**config.mk**
```make
export PLATFORM = sky130hd
export DESIGN_NAME = reg_exec_ctrl_flat
export DESIGN_NICKNAME = d
export VERILOG_FILES = /design/src/rtl/reg_exec_if.sv /design/src/rtl/reg_exec_ctrl.sv /design/src/flat_wrapper.sv
export SDC_FILE = /design/constraint.sdc
export NUM_CORES = 1
export LEC_CHECK = 0
export ABC_CLOCK_PERIOD_IN_PS = 6400
export BUFFER_PORTS_ARGS = -buffer_cell sky130_fd_sc_hd__buf_2
export CELL_PAD_IN_SITES_DETAIL_PLACEMENT = 1
export CELL_PAD_IN_SITES_GLOBAL_PLACEMENT = 1
export CORE_ASPECT_RATIO = 0.7
export CORE_MARGIN = 4
export CORE_UTILIZATION = 43
export DETAILED_ROUTE_END_ITERATION = 10
export GPL_TIMING_DRIVEN = 0
export MAX_ROUTING_LAYER = met4
export PLACE_DENSITY_LB_ADDON = 0.1
export SLEW_MARGIN = 20
export SYNTH_ARGS = -nofsm -noshare
export SYNTH_HDL_FRONTEND = slang
export SYNTH_SLANG_ARGS = --single-unit
```
**constraint.sdc**
```tcl
create_clock -name clk -period 6.4 [get_ports clk]
set_input_delay 0.32 -clock clk [delete_from_list [all_inputs] [get_ports clk]]
set_output_delay 0.32 -clock clk [all_outputs]
set_load 0.02 [all_outputs]
```
**src/rtl/reg_exec_if.sv**
```systemverilog
// Instruction handshake plus register-file port bundle between a producer/file and reg_exec_ctrl.
interface reg_exec_if #(
    parameter int DATA_W = 8,
    parameter int AW     = 4,
    parameter int OPC_W  = 4
);
    localparam int INSTR_W = OPC_W + 3 * AW;

    logic               instr_valid;
    logic [INSTR_W-1:0] instr;
    logic               instr_ready;
    logic [DATA_W-1:0]  rd1;
    logic [DATA_W-1:0]  rd2;
    logic [AW-1:0]      ra1;
    logic [AW-1:0]      ra2;
    logic [AW-1:0]      wa3;
    logic [DATA_W-1:0]  wd3;
    logic               we3;
    logic               flag_z;
    logic               flag_c;
    logic               done;
    logic               illegal;

    // master: instruction producer together with the register file it fronts
    modport master (
        output instr_valid, instr, rd1, rd2,
        input  instr_ready, ra1, ra2, wa3, wd3, we3, flag_z, flag_c, done, illegal
    );

    modport slave (
        input  instr_valid, instr, rd1, rd2,
        output instr_ready, ra1, ra2, wa3, wd3, we3, flag_z, flag_c, done, illegal
    );
endinterface

```
**src/rtl/reg_exec_ctrl.sv**
```systemverilog
// Three-cycle execute controller (IDLE -> EXEC -> WB) driving a 16x8 register file.
// Optional feature macro: EXEC_MUL_EN adds opcode B = MUL; otherwise opcode B is illegal.
module reg_exec_ctrl #(
    parameter int DATA_W = 8,
    parameter int AW     = 4,
    parameter int OPC_W  = 4
) (
    input  logic     clk,
    input  logic     rst,
    reg_exec_if.slave bus
);
    localparam int INSTR_W = OPC_W + 3 * AW;

    localparam logic [OPC_W-1:0] OP_NOP = OPC_W'(0);
    localparam logic [OPC_W-1:0] OP_ADD = OPC_W'(1);
    localparam logic [OPC_W-1:0] OP_SUB = OPC_W'(2);
    localparam logic [OPC_W-1:0] OP_AND = OPC_W'(3);
    localparam logic [OPC_W-1:0] OP_OR  = OPC_W'(4);
    localparam logic [OPC_W-1:0] OP_XOR = OPC_W'(5);
    localparam logic [OPC_W-1:0] OP_MOV = OPC_W'(6);
    localparam logic [OPC_W-1:0] OP_LDI = OPC_W'(7);
    localparam logic [OPC_W-1:0] OP_SHL = OPC_W'(8);
    localparam logic [OPC_W-1:0] OP_SHR = OPC_W'(9);
    localparam logic [OPC_W-1:0] OP_CMP = OPC_W'(10);
`ifdef EXEC_MUL_EN
    localparam logic [OPC_W-1:0] OP_MUL = OPC_W'(11);
`endif

    typedef enum logic [1:0] {
        IDLE = 2'd0,
        EXEC = 2'd1,
        WB   = 2'd2
    } state_t;

    state_t             state_reg;
    state_t             state_next;
    logic [INSTR_W-1:0] instr_reg;
    logic [AW-1:0]      ra1_reg;
    logic [AW-1:0]      ra2_reg;
    logic [AW-1:0]      wa3_reg;
    logic [DATA_W-1:0]  wd3_reg;
    logic               we3_reg;
    logic               done_reg;
    logic               illegal_reg;
    logic               flag_z_reg;
    logic               flag_c_reg;

    logic [OPC_W-1:0]   opcode;
    logic [AW-1:0]      rd_field;
    logic [DATA_W-1:0]  imm;
    logic               accept;

    logic [DATA_W:0]    sum_full;
    logic [DATA_W:0]    diff_full;
    logic [DATA_W-1:0]  alu_r;
    logic               alu_c;
    logic               alu_upd;
    logic               alu_wr;
    logic               alu_ill;

    assign opcode   = instr_reg[INSTR_W-1 -: OPC_W];
    assign rd_field = instr_reg[3*AW-1 -: AW];
    assign imm      = instr_reg[DATA_W-1:0];

    // Ready is gated by rst so it reads low throughout reset even once state is IDLE.
    assign bus.instr_ready = (state_reg == IDLE) && !rst;
    assign accept          = (state_reg == IDLE) && bus.instr_valid;

    assign bus.ra1     = ra1_reg;
    assign bus.ra2     = ra2_reg;
    assign bus.wa3     = wa3_reg;
    assign bus.wd3     = wd3_reg;
    assign bus.we3     = we3_reg;
    assign bus.done    = done_reg;
    assign bus.illegal = illegal_reg;
    assign bus.flag_z  = flag_z_reg;
    assign bus.flag_c  = flag_c_reg;

    // Top bit of the difference is the borrow (A < B).
    assign sum_full  = {1'b0, bus.rd1} + {1'b0, bus.rd2};
    assign diff_full = {1'b0, bus.rd1} - {1'b0, bus.rd2};

`ifdef EXEC_MUL_EN
    logic [2*DATA_W-1:0] mul_full;
    assign mul_full = {{DATA_W{1'b0}}, bus.rd1} * {{DATA_W{1'b0}}, bus.rd2};
`endif

    always_ff @(posedge clk) begin
        if (rst) begin
            state_reg <= IDLE;
        end else begin
            state_reg <= state_next;
        end
    end

    always_comb begin
        state_next = state_reg;
        case (state_reg)
            IDLE:    if (bus.instr_valid) state_next = EXEC;
            EXEC:    state_next = WB;
            WB:      state_next = IDLE;
            default: state_next = IDLE;
        endcase
    end

    always_comb begin
        alu_r   = '0;
        alu_c   = 1'b0;
        alu_upd = 1'b0;
        alu_wr  = 1'b0;
        alu_ill = 1'b0;
        case (opcode)
            OP_NOP: ;
            OP_ADD: begin
                alu_r = sum_full[DATA_W-1:0]; alu_c = sum_full[DATA_W];
                alu_upd = 1'b1; alu_wr = 1'b1;
            end
            OP_SUB: begin
                alu_r = diff_full[DATA_W-1:0]; alu_c = diff_full[DATA_W];
                alu_upd = 1'b1; alu_wr = 1'b1;
            end
            OP_AND: begin alu_r = bus.rd1 & bus.rd2; alu_upd = 1'b1; alu_wr = 1'b1; end
            OP_OR:  begin alu_r = bus.rd1 | bus.rd2; alu_upd = 1'b1; alu_wr = 1'b1; end
            OP_XOR: begin alu_r = bus.rd1 ^ bus.rd2; alu_upd = 1'b1; alu_wr = 1'b1; end
            OP_MOV: begin alu_r = bus.rd1;           alu_upd = 1'b1; alu_wr = 1'b1; end
            OP_LDI: begin alu_r = imm;               alu_upd = 1'b1; alu_wr = 1'b1; end
            OP_SHL: begin
                alu_r = {bus.rd1[DATA_W-2:0], 1'b0}; alu_c = bus.rd1[DATA_W-1];
                alu_upd = 1'b1; alu_wr = 1'b1;
            end
            OP_SHR: begin
                alu_r = {1'b0, bus.rd1[DATA_W-1:1]}; alu_c = bus.rd1[0];
                alu_upd = 1'b1; alu_wr = 1'b1;
            end
            OP_CMP: begin
                alu_r = diff_full[DATA_W-1:0]; alu_c = diff_full[DATA_W];
                alu_upd = 1'b1;
            end
`ifdef EXEC_MUL_EN
            OP_MUL: begin
                alu_r = mul_full[DATA_W-1:0]; alu_c = |mul_full[2*DATA_W-1:DATA_W];
                alu_upd = 1'b1; alu_wr = 1'b1;
            end
`endif
            default: alu_ill = 1'b1;
        endcase
    end

    // Read addresses are loaded at the accept edge so they are valid for the whole EXEC cycle.
    always_ff @(posedge clk) begin
        if (rst) begin
            instr_reg   <= '0;
            ra1_reg     <= '0;
            ra2_reg     <= '0;
            wa3_reg     <= '0;
            wd3_reg     <= '0;
            we3_reg     <= 1'b0;
            done_reg    <= 1'b0;
            illegal_reg <= 1'b0;
            flag_z_reg  <= 1'b0;
            flag_c_reg  <= 1'b0;
        end else begin
            we3_reg     <= 1'b0;
            done_reg    <= 1'b0;
            illegal_reg <= 1'b0;
            if (accept) begin
                instr_reg <= bus.instr;
                ra1_reg   <= bus.instr[2*AW-1 -: AW];
                ra2_reg   <= bus.instr[AW-1:0];
            end
            if (state_reg == EXEC) begin
                wa3_reg     <= rd_field;
                wd3_reg     <= alu_r;
                we3_reg     <= alu_wr;
                done_reg    <= 1'b1;
                illegal_reg <= alu_ill;
                if (alu_upd) begin
                    flag_z_reg <= (alu_r == '0);
                    flag_c_reg <= alu_c;
                end
            end
        end
    end
endmodule

```
**src/flat_wrapper.sv**
```systemverilog
// flat-port wrapper written by rule: the top's interface ports become plain ports
module reg_exec_ctrl_flat 
#(
    parameter int DATA_W = 8,
    parameter int AW     = 4,
    parameter int OPC_W  = 4
)
  (clk, rst, bus_instr_valid, bus_instr, bus_rd1, bus_rd2, bus_instr_ready, bus_ra1, bus_ra2, bus_wa3, bus_wd3, bus_we3, bus_flag_z, bus_flag_c, bus_done, bus_illegal);
  reg_exec_if #(.DATA_W(DATA_W), .AW(AW), .OPC_W(OPC_W)) bus_i ();
  input  logic clk;
  input  logic rst;
  input wire logic [$bits(bus_i.instr_valid)-1:0] bus_instr_valid;
  input wire logic [$bits(bus_i.instr)-1:0] bus_instr;
  input wire logic [$bits(bus_i.rd1)-1:0] bus_rd1;
  input wire logic [$bits(bus_i.rd2)-1:0] bus_rd2;
  output wire logic [$bits(bus_i.instr_ready)-1:0] bus_instr_ready;
  output wire logic [$bits(bus_i.ra1)-1:0] bus_ra1;
  output wire logic [$bits(bus_i.ra2)-1:0] bus_ra2;
  output wire logic [$bits(bus_i.wa3)-1:0] bus_wa3;
  output wire logic [$bits(bus_i.wd3)-1:0] bus_wd3;
  output wire logic [$bits(bus_i.we3)-1:0] bus_we3;
  output wire logic [$bits(bus_i.flag_z)-1:0] bus_flag_z;
  output wire logic [$bits(bus_i.flag_c)-1:0] bus_flag_c;
  output wire logic [$bits(bus_i.done)-1:0] bus_done;
  output wire logic [$bits(bus_i.illegal)-1:0] bus_illegal;
  assign bus_i.instr_valid = bus_instr_valid;
  assign bus_i.instr = bus_instr;
  assign bus_i.rd1 = bus_rd1;
  assign bus_i.rd2 = bus_rd2;
  assign bus_instr_ready = bus_i.instr_ready;
  assign bus_ra1 = bus_i.ra1;
  assign bus_ra2 = bus_i.ra2;
  assign bus_wa3 = bus_i.wa3;
  assign bus_wd3 = bus_i.wd3;
  assign bus_we3 = bus_i.we3;
  assign bus_flag_z = bus_i.flag_z;
  assign bus_flag_c = bus_i.flag_c;
  assign bus_done = bus_i.done;
  assign bus_illegal = bus_i.illegal;
  reg_exec_ctrl #(.DATA_W(DATA_W), .AW(AW), .OPC_W(OPC_W)) u_core (.clk(clk), .rst(rst), .bus(bus_i));
endmodule
```
==> flow_metrics.py <==
metrics = {
    "cells_and_area": {
        "syn_to_final_growth_pct": 17.0,
        "final_nets": 500,
        "drive_gt1_frac": 0.219,
        "filler_cell_count": 835,
        "largest_reg_flops": 10,
        "antennaDiodeCount": 0,
        "multiInputGateArea_um2": 1810,
        "regArea_um2": 701,
    },
    "run": {
        "cap_violations": 0,
    },
    "die": {
        "coreArea_um2": 6250,
        "die_h_um": 75.3,
        "row_count": 24,
        "ios": 61,
        "die_area_um2": 7840,
        "die_w_um": 104,
        "initial_core_util": 0.445,
    },
    "min_path": {
        "hold_path_class": "input pin to flip-flop",
        "hold_start": "bus_instr_valid",
    },
    "synthesis": {
        "synth_seq_area_share": 0.252,
        "synthesis.nets": 434,
        "synth_cells": 372,
        "synth-edff-count": 0,
        "ys.flop_type": "dfxtp_1",
        "syn_area_per_cell_um2": 7.48,
        "synth_area_um2": 2780,
        "synth_seq_cells": 35,
        "async_reset_ff_frac": 0,
        "yosysWarnings": 0,
        "synthDistinctLibCells": 54,
    },
    "timing": {
        "fmax_mhz": 383,
        "finalWorstSetupSlack_ns": 3.79,
        "rsz0062_at_grt": "false",
        "slew_violations": 0,
        "hold_violations": 0,
        "min_period_ns": 2.61,
        "timing.final.crit_share": 0.408,
        "setup_tns_ns": 0,
        "setup_violations": 0,
        "max_slew_margin": 0.425,
        "tightest_slew_ns": 0.860,
        "skew_ns": 0.00502,
    },
    "clock_tree": {
        "hold_buffers": 0,
        "clock_latency_ns": 0.28,
        "cts_tree": "yes",
        "cts.path.max_buffers": 2,
        "cts_setup_buffers": 0,
        "cts_resized": 0,
        "cts_root_buf": "clkbuf_8",
        "htree_levels": 2,
        "path_clk_slew_ns": 0.07,
        "cts_sinks": 35,
        "cts_buffers": 5,
    },
    "drt": {
        "drt_iter0_markers": 177,
        "ant_nets": 0,
        "drt_wl_total_um": 9180,
        "wl_per_cell_um": 17.8,
        "firstDrtPassIters": 4,
        "num_vias": 2858,
        "drt-vias-per-instance": 5.53,
        "drc": 0,
    },
    "worst_setup_path": {
        "timing.rr.start": "u_core.instr_reg[13]",
        "critical_path_class": "input pin to flip-flop",
        "worst_ep_arrival_time_ns": 2.85,
        "cp_max_fo": 8,
        "timing.reg2reg.setup_slack_ns": 3.94,
        "startpoint": "bus_rd1[1]",
        "worst-endpoint-required_ns": 6.63,
        "end_kind": "flip-flop",
        "critPathLaunchType": "input pin",
    },
    "global_routing": {
        "grt_max_degree": 11,
        "grt-ovfl-total": 0,
        "grt_pass1_wl_um": 14600,
        "grt_pass1_vias": 2779,
        "grt_antenna_before_repair": 0,
        "grt_usage": 0.245,
    },
    "placement": {
        "place_ws_ns": 3.53,
        "io_buffers": 59,
        "place.gp.congestion": 0.933,
        "dp_hpwl_um": 7500,
    },
    "power_and_ir_drop": {
        "vdd_drop_max_uv": 89.6,
        "leakagePower_nw": 1.49,
        "powerDensity_nw_per_um2": 183,
    },
    "run_status": {
        "status": "complete, no violations",
    },
}
per-stage QoR:
| stage | utilization | cell area [µm²] | cells | hold slack, ns | power [mW] |
|---|---|---|---|---|---|
| finish | 0.521 | 3260 | 517 | 0.267 | 0.597 |
| global route | 0.521 | 3260 | 517 | 0.273 | 0.629 |
| CTS | 0.521 | 3260 | 517 | 0.257 | 0.596 |
| detailed placement | 0.508 | 3170 | 509 | 0.446 | 0.443 |
| global placement | 0.508 | 3170 | 509 | 0.441 | 0.438 |
| floorplan | - | 2780 | 372 | 0.432 | 0.378 |
synthesized netlist by cell type, types with 2 or more instances:
library cell	instances	area, µm²
nand2_1	60	225
a21oi_1	41	205
dfxtp_1	35	701
nor2_1	34	128
ha_1	25	313
inv_1	25	93.8
clkbuf_1	15	56.3
nor3_1	14	70.1
mux2i_1	10	100
buf_4	9	67.6
nor2b_1	9	56.3
o21ai_0	8	40.0
buf_2	7	35.0
o22ai_1	7	43.8
a211oi_1	6	45.0
nand2b_1	6	37.5
a31oi_1	5	31.3
xnor2_1	4	35.0
a22oi_1	3	22.5
and2_1	3	18.8
mux2_2	3	33.8
nand3_1	3	15.0
o221ai_1	3	26.3
buf_6	2	22.5
fa_1	2	40.0
nand4_1	2	12.5
nor4_1	2	12.5
o31a_1	2	17.5
xor2_1	2	17.5
per-layer routing:
layer  global-route usage  up-vias  share of wire
met5                    -        -              0
met4               0.0324        0         0.0032
met3               0.0415        2          0.065
met2                0.363       91           0.43
met1                0.360     1361           0.51
li1                     -     1404              -
path summary, 6_finish.rpt:
path         cells past startpoint                  end
max                             10    u_core.bus.flag_z
max reg2reg                      7    u_core.bus.flag_z
min                              2  u_core.state_reg[0]
min reg2reg                      2    u_core.bus.wa3[2]
where the power goes:
| group | internal (mW) | total, mW | switching, mW |
|---|---|---|---|
| clock network | 0.0764 | 0.157 | 0.0804 |
| logic | 0.0798 | 0.203 | 0.123 |
| registers | 0.228 | 0.237 | 0.00884 |
| total | 0.384 | 0.597 | 0.212 |
critical path, cell delays in order:
cell and delay, ns:
buf_2 0.19, inv_1 0.06, ha_1 0.31, o21ba_2 0.24
o311ai_0 0.43, a21oi_1 0.20, xnor2_1 0.19, o221ai_1 0.21
nor4_1 0.46, a32o_2 0.23
cell families (layout without fill, tap and decap cells):
group           count (synthesis)  count (layout)  share of synthesized area
compound gates                 95              95                      0.231
xor+xnor                        6               6                     0.0189
fa+ha+maj                      27              27                      0.127
buf+inv                        58             125                     0.0990
flops                          35              35                      0.252
mux                            13              13                     0.0481
simple gates                  138             138                      0.224
final cells by class:
cell class | instances | share of cell area
timing repair buffer | 59 | 0.0907
sequential | 35 | 0.215
buffer | 33 | 0.0557
inverter | 25 | 0.0288
clock buffer | 7 | 0.0234
multi-input combinational | 279 | 0.555
tap | 78 | 0.0300
clock inverter | 1 | 0.00154
cells in the final DEF, fill, tap and decap left out, types with 3 or more instances in the layout:
master	instances
a21oi_1	41
buf_4	9
a22oi_1	3
nor3_1	14
nor2b_1	9
clkbuf_8	5
o221ai_1	3
nand2_1	60
and2_1	3
o21ai_0	8
mux2i_1	10
a211oi_1	6
buf_2	66
inv_1	25
a31oi_1	5
nand2b_1	6
clkbuf_1	17
ha_1	25
mux2_2	3
o22ai_1	7
xnor2_1	4
nand3_1	3
dfxtp_1	35
nor2_1	34
Note: power is estimated with default switching activity, not from simulation.
